[config.mk]
export PLATFORM = sky130hd
export DESIGN_NAME = mips_bus_lsu_flat
export DESIGN_NICKNAME = d
export VERILOG_FILES = /design/src/rtl/mips_bus_lsu_if.sv /design/src/rtl/mips_bus_lsu.sv /design/src/flat_wrapper.sv
export SDC_FILE = /design/constraint.sdc
export NUM_CORES = 1
export LEC_CHECK = 0
export BUFFER_PORTS_ARGS = -buffer_cell sky130_fd_sc_hd__clkbuf_2
export CAP_MARGIN = 20
export CORE_MARGIN = 4
export CORE_UTILIZATION = 45
export DETAILED_ROUTE_END_ITERATION = 8
export GPL_TIMING_DRIVEN = 0
export PLACE_DENSITY = 0.78
export SETUP_SLACK_MARGIN = 0.4
export SYNTH_ARGS = -nofsm -noshare
export SYNTH_HDL_FRONTEND = slang
export SYNTH_SLANG_ARGS = --single-unit
[constraint.sdc]
create_clock -name clk -period 2.1 [get_ports clk]
set_input_delay 0.105 -clock clk [delete_from_list [all_inputs] [get_ports clk]]
set_output_delay 0.105 -clock clk [all_outputs]
set_load 0.02 [all_outputs]
[src/rtl/mips_bus_lsu_if.sv]
// Avalon-MM master-side bus bundle between the LSU and its slave.
// No state; the master drives commands and the slave answers with waitrequest/readdata.
interface mips_bus_lsu_if #(
   parameter int ADDR_WIDTH = 32,
   parameter int DATA_WIDTH = 32
);
   localparam int NB = DATA_WIDTH / 8;

   logic [ADDR_WIDTH-1:0] address;
   logic                  read;
   logic                  write;
   logic [DATA_WIDTH-1:0] writedata;
   logic [NB-1:0]         byteenable;
   logic                  waitrequest;
   logic [DATA_WIDTH-1:0] readdata;

   modport master (
      output address, read, write, writedata, byteenable,
      input  waitrequest, readdata
   );

   modport slave (
      input  address, read, write, writedata, byteenable,
      output waitrequest, readdata
   );
endinterface

[src/rtl/mips_bus_lsu.sv]
// Fetch/data load-store unit: arbitrates onto one Avalon-MM master, steers lanes, extends loads.
// Latency store 3 / load 4 cycles from request sample (+1 per waitrequest cycle); command held while stalled.
module mips_bus_lsu #(
   parameter int ADDR_WIDTH = 32,
   parameter int DATA_WIDTH = 32,
   parameter int TIMEOUT    = 0,
   parameter int ARB_MODE   = 0
) (
   input  logic                  clk,
   input  logic                  reset,
   input  logic                  f_req,
   input  logic [ADDR_WIDTH-1:0] f_addr,
   output logic                  f_ack,
   output logic [DATA_WIDTH-1:0] f_rdata,
   output logic                  f_err,
   input  logic                  d_req,
   input  logic                  d_we,
   input  logic [1:0]            d_size,
   input  logic                  d_signed,
   input  logic [ADDR_WIDTH-1:0] d_addr,
   input  logic [DATA_WIDTH-1:0] d_wdata,
   output logic                  d_ack,
   output logic [DATA_WIDTH-1:0] d_rdata,
   output logic                  d_err,
   output logic                  busy,
   mips_bus_lsu_if.master        av
);
   localparam int NB = DATA_WIDTH / 8;
   localparam int OB = $clog2(NB);
   localparam int TW = $clog2(TIMEOUT + 2);

   typedef enum logic [1:0] {IDLE, ISSUE, RESP, ACK} state_t;

   state_t                state_q, state_d;
   logic                  gnt_data_q, gnt_data_d;
   logic                  prio_data_q, prio_data_d;
   logic [OB-1:0]         off_q, off_d;
   logic [1:0]            size_q, size_d;
   logic                  we_q, we_d;
   logic                  sgn_q, sgn_d;
   logic [TW-1:0]         wcnt_q, wcnt_d;
   logic                  read_q, read_d, write_q, write_d;
   logic [ADDR_WIDTH-1:0] address_q, address_d;
   logic [DATA_WIDTH-1:0] writedata_q, writedata_d;
   logic [NB-1:0]         be_q, be_d;
   logic                  f_ack_q, f_ack_d, d_ack_q, d_ack_d;
   logic                  f_err_q, f_err_d, d_err_q, d_err_d;
   logic [DATA_WIDTH-1:0] f_rdata_q, f_rdata_d, d_rdata_q, d_rdata_d;

   logic                  sel_data, bad, done, done_err, msb;
   logic [ADDR_WIDTH-1:0] w_addr;
   logic [1:0]            w_size;
   logic [DATA_WIDTH-1:0] shifted, ext, done_dat;

   function automatic logic [OB-1:0] align_mask(input logic [1:0] sz);
      logic [OB-1:0] m;
      m = '0;
      for (int i = 0; i < OB; i++) if (i < int'(sz)) m[i] = 1'b1;
      return m;
   endfunction

   function automatic logic [NB-1:0] lane_en(input logic [1:0] sz, input logic [OB-1:0] off);
      logic [NB-1:0] m;
      m = '0;
      for (int i = 0; i < NB; i++)
         if (i >= int'(off) && i < int'(off) + (1 << sz)) m[i] = 1'b1;
      return m;
   endfunction

   // Load alignment: right-justify the addressed lanes, then extend from the top kept bit.
   always_comb begin
      shifted = av.readdata >> (8 * int'(off_q));
      ext     = '0;
      msb     = 1'b0;
      for (int i = 0; i < DATA_WIDTH; i++) begin
         if (i < (8 << size_q)) begin
            ext[i] = shifted[i];
            msb    = shifted[i];
         end else begin
            ext[i] = sgn_q & msb;
         end
      end
   end

   always_comb begin
      state_d     = state_q;
      gnt_data_d  = gnt_data_q;
      prio_data_d = prio_data_q;
      off_d       = off_q;
      size_d      = size_q;
      we_d        = we_q;
      sgn_d       = sgn_q;
      wcnt_d      = wcnt_q;
      read_d      = read_q;
      write_d     = write_q;
      address_d   = address_q;
      writedata_d = writedata_q;
      be_d        = be_q;
      f_ack_d     = 1'b0;
      d_ack_d     = 1'b0;
      f_err_d     = f_err_q;
      d_err_d     = d_err_q;
      f_rdata_d   = f_rdata_q;
      d_rdata_d   = d_rdata_q;
      done        = 1'b0;
      done_err    = 1'b0;
      done_dat    = '0;

      // prio_data_q names the channel that wins the next conflict in round-robin mode.
      sel_data = d_req && (!f_req || ARB_MODE == 0 || prio_data_q);
      w_addr   = sel_data ? d_addr : f_addr;
      w_size   = sel_data ? d_size : 2'd2;
      bad      = (int'(w_size) > OB) || ((w_addr[OB-1:0] & align_mask(w_size)) != '0);

      case (state_q)
         IDLE: begin
            if (f_req || d_req) begin
               gnt_data_d  = sel_data;
               prio_data_d = !sel_data;
               off_d       = w_addr[OB-1:0];
               size_d      = w_size;
               we_d        = sel_data && d_we;
               sgn_d       = sel_data && d_signed;
               if (bad) begin
                  done     = 1'b1;
                  done_err = 1'b1;
               end else begin
                  state_d     = ISSUE;
                  wcnt_d      = '0;
                  read_d      = !(sel_data && d_we);
                  write_d     = sel_data && d_we;
                  address_d   = {w_addr[ADDR_WIDTH-1:OB], {OB{1'b0}}};
                  be_d        = lane_en(w_size, w_addr[OB-1:0]);
                  writedata_d = d_wdata << (8 * int'(w_addr[OB-1:0]));
               end
            end
         end
         ISSUE: begin
            if (!av.waitrequest) begin
               read_d  = 1'b0;
               write_d = 1'b0;
               if (we_q) done = 1'b1;
               else      state_d = RESP;
            end else if (TIMEOUT > 0 && int'(wcnt_q) == TIMEOUT - 1) begin
               read_d   = 1'b0;
               write_d  = 1'b0;
               done     = 1'b1;
               done_err = 1'b1;
            end else begin
               wcnt_d = wcnt_q + 1'b1;
            end
         end
         RESP: begin
            done     = 1'b1;
            done_dat = ext;
         end
         default: state_d = IDLE;
      endcase

      if (done) begin
         state_d = ACK;
         if (gnt_data_d) begin
            d_ack_d   = 1'b1;
            d_err_d   = done_err;
            d_rdata_d = done_dat;
         end else begin
            f_ack_d   = 1'b1;
            f_err_d   = done_err;
            f_rdata_d = done_dat;
         end
      end
   end

   always_ff @(posedge clk or negedge reset) begin
      if (!reset) begin
         state_q     <= IDLE;
         gnt_data_q  <= 1'b0;
         prio_data_q <= 1'b1;
         off_q       <= '0;
         size_q      <= '0;
         we_q        <= 1'b0;
         sgn_q       <= 1'b0;
         wcnt_q      <= '0;
         read_q      <= 1'b0;
         write_q     <= 1'b0;
         address_q   <= '0;
         writedata_q <= '0;
         be_q        <= '0;
         f_ack_q     <= 1'b0;
         d_ack_q     <= 1'b0;
         f_err_q     <= 1'b0;
         d_err_q     <= 1'b0;
         f_rdata_q   <= '0;
         d_rdata_q   <= '0;
      end else begin
         state_q     <= state_d;
         gnt_data_q  <= gnt_data_d;
         prio_data_q <= prio_data_d;
         off_q       <= off_d;
         size_q      <= size_d;
         we_q        <= we_d;
         sgn_q       <= sgn_d;
         wcnt_q      <= wcnt_d;
         read_q      <= read_d;
         write_q     <= write_d;
         address_q   <= address_d;
         writedata_q <= writedata_d;
         be_q        <= be_d;
         f_ack_q     <= f_ack_d;
         d_ack_q     <= d_ack_d;
         f_err_q     <= f_err_d;
         d_err_q     <= d_err_d;
         f_rdata_q   <= f_rdata_d;
         d_rdata_q   <= d_rdata_d;
      end
   end

   assign busy          = (state_q != IDLE);
   assign f_ack         = f_ack_q;
   assign f_err         = f_err_q;
   assign f_rdata       = f_rdata_q;
   assign d_ack         = d_ack_q;
   assign d_err         = d_err_q;
   assign d_rdata       = d_rdata_q;
   assign av.read       = read_q;
   assign av.write      = write_q;
   assign av.address    = address_q;
   assign av.writedata  = writedata_q;
   assign av.byteenable = be_q;
endmodule
[src/flat_wrapper.sv]
// flat-port wrapper written by rule: the top's interface ports become plain ports
module mips_bus_lsu_flat 
#(
   parameter int ADDR_WIDTH = 32,
   parameter int DATA_WIDTH = 32,
   parameter int TIMEOUT    = 0,
   parameter int ARB_MODE   = 0
)
  (clk, reset, f_req, f_addr, f_ack, f_rdata, f_err, d_req, d_we, d_size, d_signed, d_addr, d_wdata, d_ack, d_rdata, d_err, busy, av_address, av_read, av_write, av_writedata, av_byteenable, av_waitrequest, av_readdata);
  mips_bus_lsu_if #(.ADDR_WIDTH(ADDR_WIDTH), .DATA_WIDTH(DATA_WIDTH)) av_i ();
  input  logic clk;
  input  logic reset;
  input  logic f_req;
  input  logic [ADDR_WIDTH-1:0] f_addr;
  output logic f_ack;
  output logic [DATA_WIDTH-1:0] f_rdata;
  output logic f_err;
  input  logic d_req;
  input  logic d_we;
  input  logic [1:0] d_size;
  input  logic d_signed;
  input  logic [ADDR_WIDTH-1:0] d_addr;
  input  logic [DATA_WIDTH-1:0] d_wdata;
  output logic d_ack;
  output logic [DATA_WIDTH-1:0] d_rdata;
  output logic d_err;
  output logic busy;
  output wire logic [$bits(av_i.address)-1:0] av_address;
  output wire logic [$bits(av_i.read)-1:0] av_read;
  output wire logic [$bits(av_i.write)-1:0] av_write;
  output wire logic [$bits(av_i.writedata)-1:0] av_writedata;
  output wire logic [$bits(av_i.byteenable)-1:0] av_byteenable;
  input wire logic [$bits(av_i.waitrequest)-1:0] av_waitrequest;
  input wire logic [$bits(av_i.readdata)-1:0] av_readdata;
  assign av_address = av_i.address;
  assign av_read = av_i.read;
  assign av_write = av_i.write;
  assign av_writedata = av_i.writedata;
  assign av_byteenable = av_i.byteenable;
  assign av_i.waitrequest = av_waitrequest;
  assign av_i.readdata = av_readdata;
  mips_bus_lsu #(.ADDR_WIDTH(ADDR_WIDTH), .DATA_WIDTH(DATA_WIDTH), .TIMEOUT(TIMEOUT), .ARB_MODE(ARB_MODE)) u_core (.clk(clk), .reset(reset), .f_req(f_req), .f_addr(f_addr), .f_ack(f_ack), .f_rdata(f_rdata), .f_err(f_err), .d_req(d_req), .d_we(d_we), .d_size(d_size), .d_signed(d_signed), .d_addr(d_addr), .d_wdata(d_wdata), .d_ack(d_ack), .d_rdata(d_rdata), .d_err(d_err), .busy(busy), .av(av_i));
endmodule
==> results.md, run 1 <==
- Num ports: 276
- Synth Instances: ~650
- Clk buf depth: 2
- Top-count cell post-synth: dfrtp_1
- PD cells: roughly 1400 nW/um^2
- Asr flop ratio synth: 100%
- Gate power share: ~54%
- Worst path slowest cell: dfrtp_1
- Die span in x: between 100 and 150 um
- Number of vias per cell: 5.92
- Final WL: between 30000 and 40000 um
- Synth top area cells: dfrtp_1, mux2i_1, o21ai_0
- Top cell by count, worst path: buf_6
- Register area: around 3600 sq um
- Reg2Reg Setup Slack: around 0.13 ns
- Setup violators final: 0
- Clock Latency Late Sink: 0.44 ns
- Die area: around 19000 sq um
- Register share of total power: 28.1%
- RSZ-0062 raised after global routing: true
- Gr usage total: between 30% and 40%
- Routability cong.: roughly 0.88
- Maximum clock rate: about 500 MHz
- WP data required: approximately 2.4 ns
- Wire per inst: 23.2 um
- Core footprint: 16000 sq um
- Relative slew slack: between 40% and 50%
- Via count: around 7700
- Type of origin of the critical path: flop
- # fillers: approximately 1000
- Sw power: 7.29 mW
- Tcrit/Tclk final: 94.0%
- Gr ovfl total: 0
- Fin crit period: 1.97 ns
- Clock root cell: clkbuf_16
- Unique masters post-synth: 60
- Die Ht: 136 um
- IO Port Bufs: 272
- # placed instances: roughly 1100
- Initial antenna violation count: 1
- Buf+Inv Stages, Crit Path: 3
- Setup crit end kind: flop
- Worst IR Drop VDD: about 0.96 mV
- Slew Limit Fails: 0
- Avg Cell Area, Syn: about 11 sq um
- Final Hold Viols: 1
- Synth area leader: dfrtp_1
- Ys flop type: dfrtp_1
- First-pass GRT wire length: around 43000 um
- Failing checks: hold timing
- Max cap viols: 0
- Yosys warning count: 0
- Layout cells sized above 1: 51.2%
- Largest net degree at the start of global routing: 92
- Post-synth top cells: dfrtp_1, o21ai_0, mux2i_1
- #FFs+latches synth: approximately 150
- Crit-path cells: buf_6 > mux2_4 > a221o_1 > buf_6 > a32oi_4 > buf_6 > o31ai_1
- Final instance area: about 12000 sq um
- Final Skew: around 0.016 ns
- Critical Path Fanout Max: 8
- Starting Density: 46.2%
- Number of remaining DRC errors: 0
- Area after DPL: between 9000 and 10000 sq um
- H-tree Lvls: 4
- CTS sink cnt: ~150
- Worst setup path category: reg2reg
- HP Class: in2reg
- Clock tree from TritonCTS: yes
- Max incr delay on CP: 0.38 ns
- Number of flops mapped to enable cells by yosys: 0
- Post-route ant nets: 0
- Detailed placer's ending HPWL: 18000 um
- Initial DRC Count: 535
- Nets@finish: 1211
- Footprint of the multi-input gates: 4030 sq um
- Yosys top cell area share: between 40% and 50%
- Actual slew at the worst max-slew pin: about 0.77 ns
- Via count of the first global-routing pass: 7740
- Int Pwr: 9.57 mW
- Clk slew on worst S/H paths: roughly 0.060 ns
- P&R area growth vs syn: 59.5%
- Static leakage: between 5 and 6 nW
- Final Non-Filler Cells: 1300
- Sw frac: between 40% and 50%
- Status: finished with violations
- Router iterations before antenna repair: 5
- Rows: 46
- Worst path top cell family by delay: compound AO/OA/AOI/OAI gates
- Synth Cell Area: ~7400 sq um
- Sequential fraction of the synthesis area: a little under 50%
- Clock share of power: a little under a fifth
- TritonCTS Buffers: 17
- Worst hold slack: -0.000805 ns
- Crit path arrival time: roughly 2.3 ns
-- repair_timing --
action	in CTS	in global routing
gates resized for setup	66	119
hold buffers	65	3
gates cloned	2	6
setup endpoints to repair	133	111
endpoints found under the hold margin	91	2
buffers inserted	31	19
pin swaps	13	24
-- layer usage --
metal | vias to the layer above | routed length, um | share of wire, % | global-route usage (%)
met5 | - | 0 | 0 | 0
met4 | 0 | 1550 | 5.1 | 15.7
li1 | 3290 | - | - | -
met3 | 125 | 2810 | 9.3 | 9.59
met2 | 539 | 14900 | 49 | 50.7
met1 | 3747 | 10900 | 36 | 34.6
-- cells in the final DEF (no fill, tap or decap), types with 3 or more instances in the layout --
cell	instances
nor2b_1	9
buf_12	10
o31ai_2	6
o21ai_0	76
o21ai_2	13
a21oi_1	5
a211oi_1	14
a31oi_1	6
dlygate4sd3_1	68
o2bb2ai_1	17
buf_2	5
nand2b_1	3
o2bb2ai_2	20
inv_6	6
nand3_1	5
mux2i_1	71
buf_6	19
o21ai_4	4
dfrtp_1	144
nor3_2	4
buf_4	43
buf_8	4
clkbuf_2	278
nor2_4	3
o31ai_4	5
inv_1	8
and3_1	8
clkinv_4	5
nand2_1	20
clkbuf_8	6
a221oi_1	4
mux2_2	30
o21ai_1	23
clkbuf_1	9
mux2_4	28
clkbuf_16	24
nor2_1	9
-- power groups by stage --
stage,Combinational [mW],Clock [mW],Sequential (mW)
floorplan,3.44,0,5.77
global placement,6.84,0,4.59
detailed placement,6.96,0,4.61
CTS,8.02,3.07,4.62
global route,9.50,3.23,4.83
finish,9.04,3.09,4.73
-- flip-flops by register name, indices dropped and copies added, names as in the netlist --
signal                flops
u_core.gnt_data_q         1
u_core.f_rdata           32
u_core.size_q             2
u_core.av.read            1
u_core.d_rdata           32
u_core.sgn_q              1
u_core.off_q              2
u_core.av.byteenable      4
u_core.state_q            2
u_core.av.address        30
u_core.f_err              1
u_core.we_q               1
u_core.d_ack              1
u_core.f_ack              1
u_core.d_err              1
u_core.av.write           1
u_core.av.writedata      32
-- final cells by class --
class	count	share of cell area, %
Sequential cell	145	30.8
Inverter	14	0.636
Buffer	51	4.11
Antenna cell	1	0.0212
Tap cell	216	2.29
Clock inverter	12	1.02
Multi-Input combinational cell	442	34.1
Timing Repair Buffer	399	23.1
Clock buffer	20	3.96
-- final timing paths --
path | startpoint | to | cells after the start
min in group asynchronous | reset | u_core.f_rdata[22] | 2
hold / removal | f_addr[13] | u_core.av.address[13] | 3
setup / recovery | u_core.off_q[0] | u_core.f_rdata[26] | 7
hold reg to reg | u_core.f_err | u_core.f_err | 2
max in group asynchronous | reset | u_core.av.writedata[25] | 3
setup reg to reg | u_core.off_q[0] | u_core.f_rdata[26] | 7
-- kinds of logic after synthesis --
logic type	Yosys count	synth area share, %
flops	145	49.1
buf+inv	65	4.38
other cells	1	0.0507
fa+ha+maj	4	0.778
mux	132	19.5
simple gates	76	5.65
compound gates	228	20.6
-- per-stage QoR --
step	hold slack, ns	setup WS (ns)	power [mW]	TNS (ns)	util [%]
2_1_floorplan	-0.191	0.0415	9.21	0	-
3_3_place_gp	0.370	-1.56	11.4	-233.20	58.3
3_5_place_dp	0.0959	-0.329	11.6	-10.12	58.5
4_1_cts	0.00242	0.220	15.7	0	69.8
5_1_grt	0.0199	-0.00694	17.6	-0.00694	73.7
6_report	-0.000805	0.125	16.9	0	73.7
-- tightest hold or removal path, cell delays in order --
cell,delay (ns)
clkbuf_2,0.09
mux2i_1,0.06
o21ai_1,0.13
No activity file was read; power rests on OpenSTA's default activity.
==> inputs of run 2 (changes only) <==
ABC_CLOCK_PERIOD_IN_PS = 2200   (was default)
CORE_UTILIZATION = 51   (was 45)
CTS_BUF_LIST = sky130_fd_sc_hd__clkbuf_2   (was default)
PLACE_DENSITY = 0.83   (was 0.78)
clock period = 2.2 ns   (was 2.1 ns; I/O delays follow)
==> results.md, run 2 (synthesis gave the netlist of run 1 again) <==
- Post-route ant nets: 0 (unchanged)
- Worst hold slack: -0.0297 ns (-0.0289 ns)
- WP data required: 2.90 ns (+0.51 ns)
- Gr usage total: 37.3% (+7.1 points)
- Die area: 16500 sq um (-11%)
- Worst Setup EP: u_core.av.address[12]
- Setup crit end kind: flop
- Die Ht: 128 um (-5.7%)
- Fin crit period: 2.45 ns (+0.473 ns)
- Crit-path cells: buf_6 > nor2_4 > clkinv_4 > buf_6 > nor2_4 > nand2b_4 > buf_4 > clkbuf_2 > o21ai_0
- Core Util, Final: 86.3% (+13 points)
- TritonCTS Buffers: 17 (unchanged)
- Clk buf depth: 2 (unchanged)
- CTS sink cnt: 145 (unchanged)
- Gr ovfl total: 0 (unchanged)
- # fillers: 587 (-42%)
- FF-to-FF Start: u_core.state_q[0]
- Worst path top cell family by delay: compound AO/OA/AOI/OAI gates
- Die span in x: 128 um (-5.7%)
- Starting Density: 52.7% (+6.4 points)
- Final Non-Filler Cells: 1330 (+2.3%)
- Static leakage: 5.86 nW (+1.7%)
- IO Port Bufs: 272 (unchanged)
- Crit path arrival time: 3.15 ns (+0.89 ns)
- Final WL: 37000 um (+22%)
- Final Hold Viols: 2 (+1)
- Final worst-path setup slack: -0.248 ns (-0.373 ns)
- Buf+Inv Stages, Crit Path: 5 (+2)
- Gate power share: 59.1% (+5.5 points)
- RSZ-0062 raised after global routing: true
- Critical Path Fanout Max: 10 (+2)
- Largest net degree at the start of global routing: 105 (+14%)
- Commonest non-fill, non-tap cell in the layout: clkbuf_2
- Hold path cells: 4 (+1)
- Maximum clock rate: 409 MHz (-19%)
- Clk slew on worst S/H paths: 0.29 ns (+0.23 ns)
- Reg-to-reg endpoint: u_core.av.address[12]
- Failing checks: DRC, hold timing, setup timing
- Setup violators final: 1 (+1)
- Initial antenna violation count: 5 (+4)
- DP Worst Slack: -0.235 ns (+0.0947 ns)
- HP Start: av_readdata[10]
- PD cells: 1320 nW/um^2 (-7.7%)
- Type of origin of the critical path: flop
- Clock root cell: clkbuf_2
- Stages on worst setup path: 9 (+2)
- Register share of total power: 29.0% (+0.9 points)
- Number of vias per cell: 6.58 (+11%)
- H-tree Lvls: 4 (unchanged)
- Relative slew slack: 39.1% (-9.7 points)
- Clock tree from TritonCTS: yes
- Max incr delay on CP: 0.75 ns (+0.37 ns)
- Tcrit/Tclk final: 111% (+17 points)
- Clock share of power: 11.9% (-6.4 points)
- Via count: 8748 (+14%)
- P&R area growth vs syn: 63.9%
- Detailed placer's ending HPWL: 17700 um (-1.6%)
- HP Class: in2reg
- Sw power: 7.60 mW (+4.3%)
- Layout cells sized above 1: 47.2% (-4.0 points)
- Sw frac: 47.6% (+4.3 points)
- Final Skew: 0.0541 ns (+0.0381 ns)
- Status: finished with violations
- Routability cong.: 0.889 (+1.4%)
- Clock Latency Late Sink: 0.84 ns (+0.40 ns)
- Rows: 43 (-6.5%)
- # placed instances: 1105 (-3.2%)
- Worst path slowest cell: o21ai_0
- Slew Limit Fails: 0 (unchanged)
- First-pass GRT wire length: 47400 um (+11%)
- Max cap viols: 0 (unchanged)
- Worst reg2reg path depth: 9 (+2)
- Number of remaining DRC errors: 2 (+2)
- Nets@finish: 1272 (+5.0%)
- Tot Pwr: 16.0 mW (-5.2%)
- Core footprint: 14000 sq um (-12%)
- Initial DRC Count: 1258 (+140%)
- Num ports: 276 (unchanged)
- Router iterations before antenna repair: 8 (+3)
- Worst IR Drop VDD: 1.11 mV (+15%)
- Via count of the first global-routing pass: 8554 (+11%)
- Crit path launch: u_core.state_q[0]
- Wire per inst: 27.8 um (+20%)
- Actual slew at the worst max-slew pin: 0.913 ns (+0.145 ns)
- Worst setup path category: reg2reg
- Int Pwr: 8.38 mW (-12%)
- Most frequent cells in the layout: clkbuf_2, dfrtp_1, dlygate4sd3_1, o21ai_0, mux2i_1
- Reg2Reg Setup Slack: -0.25 ns (-0.37 ns)
[run 2: changes by cell type in the layout (fill, tap and decap cells not counted), sizes merged]
cell	delta
clkbuf	-1
buf	-5
diode	+5
clkinvlp	+2
inv	-3
dlygate4sd3	+65
bufinv	+3
[run 2: power by group through the flow]
stage	Sequential, mW	Clock, mW	Combinational, mW
floorplan	5.50	0	3.24
global placement	4.37	0	6.43
detailed placement	4.39	0	6.58
CTS	4.36	1.77	7.66
global route	4.67	1.97	9.75
finish	4.64	1.91	9.44
[run 2: metrics by stage]
stage          area [sq um]  TNS [ns]
6_report              12100    -0.248
3_3_place_gp           9240   -203.41
3_5_place_dp           9280     -4.86
5_1_grt               12100    -0.348
4_1_cts               11400         0
2_1_floorplan          7650         0
[run 2: worst min path at each step]
stage                                  endpoint  slack (ns)
final                         u_core.d_rdata[2]       -0.03
after detailed placement     u_core.f_rdata[27]        0.05
after global routing          u_core.d_rdata[2]       -0.02
after floorplan           u_core.av.address[10]       -0.19
after global placement             u_core.sgn_q        0.37
after CTS                    u_core.f_rdata[20]       0.009
[run 2: what timing repair did]
item | 4_1_cts | 5_1_grt
hold endpoints to repair | 260 | 7
pin swaps | 9 | 21
gates cloned | 2 | 5
resized for setup | 50 | 129
buffers inserted | 25 | 21
endpoints found under the setup margin | 133 | 108
hold buffers | 132 | 3
[run 2: final cells by class]
cell class              count  area [sq um]  area share (%)
clock buffers              18          90.1           0.743
plain buffers              51           432            3.56
clock inverters            14           188            1.55
multi-input cells         442          4100            33.8
inverters                  14          75.1           0.619
flip-flops and latches    145          3630            29.9
well taps                 180           225            1.86
diodes                      6          15.0           0.124
repair buffers            460          3370            27.8
[run 2: worst register-to-register path, delay by kind of cell (launching register included)]
kind,cells,cell delay (ns)
compound gates,1,0.75
buf+inv,5,0.74
flops,1,0.44
simple gates,3,0.39
[run 2: per-layer routing]
layer / GRT usage (%) / vias up / wire length, um
met1: 42.4 / 4130 / 11900
met4: 17.8 / 2 / 2950
met3: 11.0 / 299 / 4730
met2: 64.5 / 902 / 17400
met5: 0 / - / 13
li1: - / 3415 / -
==> inputs of run 3 (changes only) <==
ABC_CLOCK_PERIOD_IN_PS = 2600   (was 2200)
clock period = 2.6 ns   (was 2.2 ns; I/O delays follow)
==> results.md, run 3 (synthesis gave the netlist of run 1 again) <==
- Status: completed
- Maximum clock rate: between 400 and 500 MHz
- CTS sink cnt: 145 (unchanged)
- Clock root cell: clkbuf_2
- Crit path arrival time: 2.96 ns (-0.19 ns)
- Final instance area: 10800 sq um (-11%)
- Fin crit period: 2.22 ns
- Largest net degree at the start of global routing: 101 (-3.8%)
- Tcrit/Tclk final: between 80% and 90%
- Core footprint: 14000 sq um (unchanged)
- Wire per inst: 23.0 um (-17%)
- PD cells: 1030 nW/um^2 (-22%)
- Clock tree from TritonCTS: yes
- Initial DRC Count: 738 (-41%)
- Setup crit end kind: flop
- First-pass GRT wire length: 44600 um (-5.9%)
- Int Pwr: 5.92 mW (-29%)
- IO Port Bufs: 272 (unchanged)
- Final Hold Viols: 0 (-2)
- Min-Delay Endpoint: u_core.f_rdata[0]
- H-tree Lvls: 4 (unchanged)
- Gate power share: 53.2% (-5.9 points)
- Die Ht: 128 um (unchanged)
- Relative slew slack: 46.9% (+7.8 points)
- Num ports: 276 (unchanged)
- Worst IR Drop VDD: 0.625 mV (-44%)
- Number of vias per cell: 6.11 (-7.1%)
- Critical Path Fanout Max: 10 (unchanged)
- Clk buf depth: 2 (unchanged)
- P&R area growth vs syn: 46.4%
- # fillers: 822 (+40%)
- TritonCTS Buffers: 17 (unchanged)
- FF-to-FF Start: u_core.off_q[1]
- Sw power: 5.28 mW (-31%)
- Commonest non-fill, non-tap cell in the layout: clkbuf_2
- Static leakage: 5.35 nW (-8.6%)
- Die area: 16500 sq um (unchanged)
- Layout cells sized above 1: 38.2% (-9.0 points)
- Actual slew at the worst max-slew pin: 0.797 ns (-0.116 ns)
- Clock Latency Late Sink: 0.80 ns (-0.04 ns)
- Nets@finish: 1235 (-2.9%)
- Tot Pwr: 11.2 mW (-30%)
- Footprint of the multi-input gates: 3500 sq um (-15%)
- Type of origin of the critical path: input port
- HP Start: av_readdata[8]
- Max incr delay on CP: 0.62 ns (-0.13 ns)
- Crit-path cells: dlygate4sd3_1 > clkbuf_2 > mux2_2 > buf_2 > nor2_1 > o2bb2ai_1 > dlygate4sd3_1 > mux2_2
- HP Class: in2reg
- Sw frac: 47.2% (-0.40 points)
- Via count of the first global-routing pass: 8084 (-5.5%)
- Area after DPL: 9060 sq um (-2.3%)
- Buf+Inv Stages, Crit Path: 4 (-1)
- Worst reg2reg path depth: 8 (-1)
- Reg2Reg Setup Slack: 0.45 ns (+0.70 ns)
- Number of remaining DRC errors: 0 (-2)
- Die span in x: 128 um (unchanged)
- Final Skew: 0.0614 ns (+0.00726 ns)
- Routability cong.: 0.889 (about the same)
- Max cap viols: 0 (unchanged)
- Detailed placer's ending HPWL: 17700 um (about the same)
- Final WL: 29600 um (-20%)
- Worst setup path category: in2reg
- Gr usage total: 35.1% (-2.2 points)
- # placed instances: 1105 (unchanged)
- Initial antenna violation count: 2 (-3)
- Via count: 7867 (-10%)
- Slew Limit Fails: 0 (unchanged)
- Clk slew on worst S/H paths: 0.24 ns (-0.05 ns)
- Worst path slowest cell: nor2_1
- Starting Density: 52.7% (unchanged)
- RSZ-0062 raised after global routing: true
- Final TNS setup: 0 ns (+0.248 ns)
- Gr ovfl total: 0 (unchanged)
- Reg-to-reg endpoint: u_core.f_rdata[21]
- Final Non-Filler Cells: 1288 (-3.2%)
- WP data required: 3.33 ns (+0.43 ns)
- Router iterations before antenna repair: 7 (-1)
- DP Worst Slack: 0.0563 ns (+0.291 ns)
- Setup violators final: 0 (-1)
- Clock share of power: 13.0% (+1.1 points)
- Register area: 3630 sq um (about the same)
- Hold path cells: 4 (unchanged)
- Final worst-path setup slack: 0.376 ns (+0.624 ns)
- Rows: 43 (unchanged)
- Most frequent cells in the layout: clkbuf_2, dfrtp_1, dlygate4sd3_1, o21ai_0, mux2i_1
- Register share of total power: 33.9% (+4.9 points)
- Worst path top cell family by delay: buffers and inverters
- Worst hold slack: 0.0342 ns (+0.0639 ns)
- Post-route ant nets: 0 (unchanged)
- Core Util, Final: 77.1% (-9.2 points)
-- run 3: changes by cell type in the layout (fill, tap and decap cells not counted), moves of 15 or more --
cell / delta
mux2_4: -17
buf_4: -23
o21ai_1: -24
o2bb2ai_2: -16
buf_6: -15
o21ai_0: +32
o2bb2ai_1: +19
mux2_2: +16
-- run 3: layout make-up --
class | instances | share of cell area [%]
Timing Repair Buffer | 422 | 26.6
Clock buffer | 17 | 0.786
Multi-Input combinational cell | 443 | 32.3
Inverter | 14 | 0.578
Buffer | 51 | 2.61
Clock inverter | 14 | 1.51
Antenna cell | 2 | 0.0462
Sequential cell | 145 | 33.5
Tap cell | 180 | 2.08
-- run 3: worst max path at each step --
stage,from,endpoint,slack [ns],cells after the start
2_1_floorplan,d_req,u_core.av.writedata[29],0.42,11
3_3_place_gp,reset,u_core.av.writedata[23],-1.02,1
3_5_place_dp,d_req,u_core.d_rdata[4],0.06,11
4_1_cts,d_req,u_core.state_q[1],0.41,9
5_1_grt,d_req,u_core.state_q[1],0.33,9
6_report,d_addr[1],u_core.av.writedata[19],0.38,8
-- run 3: power by group through the flow --
stage | registers [mW] | clock network (mW) | logic, mW
6_report | 3.79 | 1.45 | 5.95
5_1_grt | 3.85 | 1.54 | 6.29
4_1_cts | 3.67 | 1.41 | 5.61
3_5_place_dp | 3.70 | 0 | 5.35
3_3_place_gp | 3.68 | 0 | 5.22
2_1_floorplan | 4.64 | 0 | 2.52
-- run 3: timing repair --
item	4_1_cts	5_1_grt
pin swaps	2	2
cloned	0	2
resized for setup	1	6
setup buffers	3	5
endpoints found under the hold margin	257	0
hold buffers	140	0
setup endpoints to repair	25	44
-- run 3: tightest hold or removal path: stages --
cell and delay, ns:
clkbuf_2 0.09, a211oi_1 0.19, a211oi_1 0.10, mux2_4 0.27
-- run 3: routing by layer --
metal  GRT usage (%)  vias up  part of all wire (%)
met3            11.2      163                    11
met1            40.7     3743                    36
met4            17.2        0                   5.3
met5               0        -                     0
met2            58.8      638                    48
li1                -     3323                     -
